File: src/rtl/time_counter.sv
// time_counter: free-running cycle counter for measuring datapath latency.
// Counts rising edges of clk from the end of reset. A high stop input freezes
// the count so it can be read out. Reports whether it advanced on the last
// edge (running) and a sticky overflow flag.
// Build option: define TIME_COUNTER_SAT_EN to make the count saturate at its
// maximum instead of wrapping to zero.
module time_counter #(
  parameter int WIDTH = 32  // legal range 2..64
) (
  input  logic             clk,
  input  logic             rst,
  input  logic             stop,
  output logic [WIDTH-1:0] ticks,
  output logic             running,
  output logic             overflow
);

  localparam logic [WIDTH-1:0] MAX = '1;
  localparam logic [WIDTH-1:0] ONE = WIDTH'(1);

  logic             at_max;
  logic             hold;
  logic             en;
  logic [WIDTH-1:0] ticks_nxt;
  logic             running_nxt;
  logic             overflow_nxt;

  assign at_max = (ticks == MAX);

`ifdef TIME_COUNTER_SAT_EN
  // Once the overflow flag is up the count is pinned at max; further edges
  // are not counted and running drops, even with stop low.
  assign hold = overflow;
`else
  // Wrapping build never stalls on its own.
  assign hold = 1'b0;
`endif

  // Reset priority lives in the register process; here only stop and the
  // saturation stall gate counting.
  assign en = !stop && !hold;

  // Next-state values for a non-reset edge.
  always_comb begin
    ticks_nxt    = ticks;
    running_nxt  = 1'b0;
    overflow_nxt = overflow;
    if (en) begin
      running_nxt = 1'b1;
      if (at_max) begin
        // The wrap (or the saturating hit) and the overflow set share one edge.
        overflow_nxt = 1'b1;
`ifdef TIME_COUNTER_SAT_EN
        ticks_nxt    = MAX;
`else
        ticks_nxt    = '0;
`endif
      end else begin
        ticks_nxt = ticks + ONE;
      end
    end
  end

  // State registers; synchronous reset clears everything and overrides stop.
  always_ff @(posedge clk) begin
    if (rst) begin
      ticks    <= '0;
      running  <= 1'b0;
      overflow <= 1'b0;
    end else begin
      ticks    <= ticks_nxt;
      running  <= running_nxt;
      overflow <= overflow_nxt;
    end
  end

endmodule

File: config.mk
export PLATFORM = sky130hd
export DESIGN_NAME = time_counter
export DESIGN_NICKNAME = d
export VERILOG_FILES = /design/src/rtl/time_counter.sv
export SDC_FILE = /design/constraint.sdc
export NUM_CORES = 1
export LEC_CHECK = 0
export ABC_AREA = 1
export CAP_MARGIN = 20
export CORE_MARGIN = 5
export CORE_UTILIZATION = 58
export CTS_BUF_LIST = sky130_fd_sc_hd__clkbuf_8
export DETAILED_ROUTE_END_ITERATION = 7
export GPL_TIMING_DRIVEN = 0
export HOLD_SLACK_MARGIN = 0.02
export PLACE_DENSITY = 0.95
export SLEW_MARGIN = 20
export SYNTH_ARGS = -nofsm -noshare
export SYNTH_HDL_FRONTEND = slang
export SYNTH_SLANG_ARGS = --single-unit
export TNS_END_PERCENT = 50
File: constraint.sdc
create_clock -name clk -period 2.6 [get_ports clk]
set_clock_uncertainty 0.05 [all_clocks]
set_input_delay 0.78 -clock clk [delete_from_list [all_inputs] [get_ports clk]]
set_output_delay 0.78 -clock clk [all_outputs]
set_load 0.005 [all_outputs]
==> flow_metrics.py <==
metrics = {
    "global_route": {
        "grt_start_max_net_pins": 11,
        "grt_overflow": 0,
        "grt_use_total_pct": 24.2,
        "antenna_found_initial": 0,
        "grt_pass1_vias": 1921,
        "grt_pass1_wl_microns": 8400,
    },
    "routing": {
        "num_vias": 2039,
        "ant_nets": 0,
        "drc": 0,
        "firstDrtPassIters": 6,
        "wl_per_cell_microns": 13.4,
        "wl_microns": 5140,
        "drt-initial-drc-count": 171,
        "routed_via_density": 5.34,
    },
    "pwr": {
        "power_mw": 0.976,
        "ir_drop_mv": 0.350,
        "p_per_area_nw_per_um2": 398,
        "leakagePower_nw": 0.858,
    },
    "yosys": {
        "yosys_warnings": 0,
        "synth_area_leaders": "dfxtp_1, nand2_1, nor2_1, inv_1, nor2_2",
        "ys_ff_latch": 34,
        "syn_avg_cell_area_sq_um": 6.67,
        "syn_inst": 293,
        "yosysSeqAreaShare_pct": 34.8,
        "syn_area_sq_um": 1960,
        "synth_top_area_share_pct": 34.8,
        "synth_top_area_cell": "dfxtp_1",
        "synth_cell_type_count": 26,
        "synth_nets": 297,
    },
    "worst_hold_path": {
        "hold_class": "flop to flop",
        "min_path_cells": 2,
        "hold_end": "overflow",
        "min_from": "overflow",
    },
    "worst_setup_path": {
        "cp_max_fo": 6,
        "critical_path_class": "flop to primary output",
        "cp.required_ns": 1.77,
        "startpoint_type": "flop",
        "crit_path_end_kind": "primary output",
        "rr_worst_depth": 9,
        "slowest_stage": "clkdlybuf4s50_1",
        "timing.rr.start": "ticks[0]",
        "cp_num_buf_inv": 1,
        "setup.worst_path.start": "ticks[2]",
        "critical_path_arrival_ns": 1.35,
        "cpPeakStageDelay_ns": 0.57,
        "crit_family": "buffers and inverters",
        "rr_endpoint": "ticks[15]",
        "path_cells": "clkdlybuf4s50_1",
        "r2r_setup_slack_ns": 0.83,
    },
    "clock_tree": {
        "cts_tree": "done",
        "cts.path.max_buffers": 2,
        "cts_inserted_buffers": 5,
        "clock-sinks": 34,
        "cts-root-buf": "clkbuf_8",
        "post_cts_buffers": 0,
        "htree_num_levels": 2,
        "postCtsHoldBufs": 0,
        "clk_pin_slew_worst_paths_ns": 0.07,
        "worst_skew_pair.late_latency_ns": 0.29,
        "cts_resized": 0,
    },
    "die": {
        "die_h_microns": 68.1,
        "die_area_sq_um": 4630,
        "ios": 37,
        "core_region_area_sq_um": 3310,
        "die-width_microns": 68.1,
        "num_rows": 21,
        "initial_core_util_pct": 59.1,
    },
    "job": {
        "cap_violations": 0,
    },
    "final_layout": {
        "final_nets": 339,
        "design_area_sq_um": 2450,
        "area_growth_pct": 25.5,
        "diodes": 0,
        "drive_gt1_share_pct": 11.6,
    },
    "timing": {
        "setup-tns-final_ns": 0,
        "min_period_over_period_pct": 83.8,
        "fmax_ghz": 0.459,
        "finalMaxSlewViolations": 0,
        "slew-limit-headroom_pct": 71.2,
        "worst_pin_slew_ns": 0.432,
        "rsz0062_at_grt": "false",
        "fin_ws_ns": 0.421,
        "finalSetupViolations": 0,
        "hold_viol": 0,
        "final.min_clock_period_ns": 2.18,
    },
    "placement": {
        "pre_cts_ws_ns": 0.578,
        "dpl.hpwl_microns": 3860,
        "dpl_cell_area_sq_um": 2360,
        "place_congestion": 0.965,
        "io_buffers": 35,
    },
    "run_status": {
        "status": "finished, final reports clean",
    },
}
[stage by stage]
stage | std cells | utilization [%] | hold slack (ns)
floorplan | 293 | - | 0.391
detailed placement | 374 | 71.4 | 0.413
global route | 382 | 74.1 | 0.447
global placement | 374 | 71.4 | 0.386
CTS | 382 | 74.1 | 0.423
finish | 382 | 74.1 | 0.421
[power by group]
part / total, mW / switching, mW / internal [mW]
combinational: 0.0434 / 0.0243 / 0.0191
clock: 0.402 / 0.192 / 0.210
sequential: 0.531 / 0.00574 / 0.525
total: 0.976 / 0.222 / 0.754
[worst max-delay path by stage]
| stage | endpoint | slack (ns) | cells after the start |
|---|---|---|---|
| 6_report | ticks[2] | 0.42 | 1 |
| 5_1_grt | ticks[2] | 0.39 | 1 |
| 4_1_cts | ticks[2] | 0.44 | 1 |
| 3_5_place_dp | ticks[19] | 0.58 | 6 |
| 3_3_place_gp | ticks[19] | 0.58 | 6 |
| 2_1_floorplan | ticks[13] | 0.76 | 6 |
[cells by family (layout without fill, tap and decap cells)]
family / Yosys count / after routing / share of synthesized area [%]
buffers and inverters: 37 / 80 / 8.19
xor gates and xnor gates: 14 / 14 / 6.27
AOI/OAI and AO/OA: 13 / 13 / 3.84
and+or+nand+nor: 194 / 194 / 46.3
DFF: 34 / 34 / 34.8
adders and majority gates: 1 / 1 / 0.640
[cell usage after synthesis (all sizes together)]
cell type	count
clkinv	1
buf	2
a21o	1
nor3	4
nand3	16
clkbuf	1
a21oi	8
nor2	81
inv	33
o21ai	2
and2	1
xor2	5
nand2	84
ha	1
dfxtp	34
xnor2	9
o221ai	2
nand4	5
nand3b	3
[cell usage in the layout (no fill, tap or decap)]
master           netlist  layout
a21o_1                 1       1
a21oi_1                8       8
and2_1                 1       1
buf_12                 1       1
buf_4                  1       1
clkbuf_1               1       1
clkbuf_8               0       6
clkdlybuf4s50_1        0      35
clkinv_2               1       2
dfxtp_1               34      34
ha_1                   1       1
inv_1                 33      34
nand2_1               79      79
nand2_2                3       3
nand2_4                2       2
nand3_1               14      14
nand3_2                2       2
nand3b_1               3       3
nand4_1                4       4
nand4_4                1       1
nor2_1                60      60
nor2_2                16      16
nor2_4                 5       5
nor3_1                 4       4
o21ai_0                2       2
o221ai_1               2       2
xnor2_1                9       9
xor2_1                 5       5
[registers in the layout, summed over array words and instances (netlist names)]
register  flops
overflow      1
ticks        32
running       1
[metal layers]
layer  vias to the layer above  global-route usage, %  part of all wire [%]
met5                         -                      0                     0
met4                         0                   12.2                   3.2
met3                        22                   6.24                   7.1
met2                       107                   40.8                    49
met1                       920                   28.3                    41
li1                        990                      -                     -
[layout make-up]
class / instances / area [sq um]
multi-input combinational: 222 / 1110
fill: 251 / 856
sequential: 34 / 681
timing repair buffer: 35 / 350
inverter: 34 / 129
clock buffer: 6 / 82.6
tap: 46 / 57.6
buffer: 3 / 31.3
clock inverter: 2 / 8.76
(Power assumes the default switching activity.)
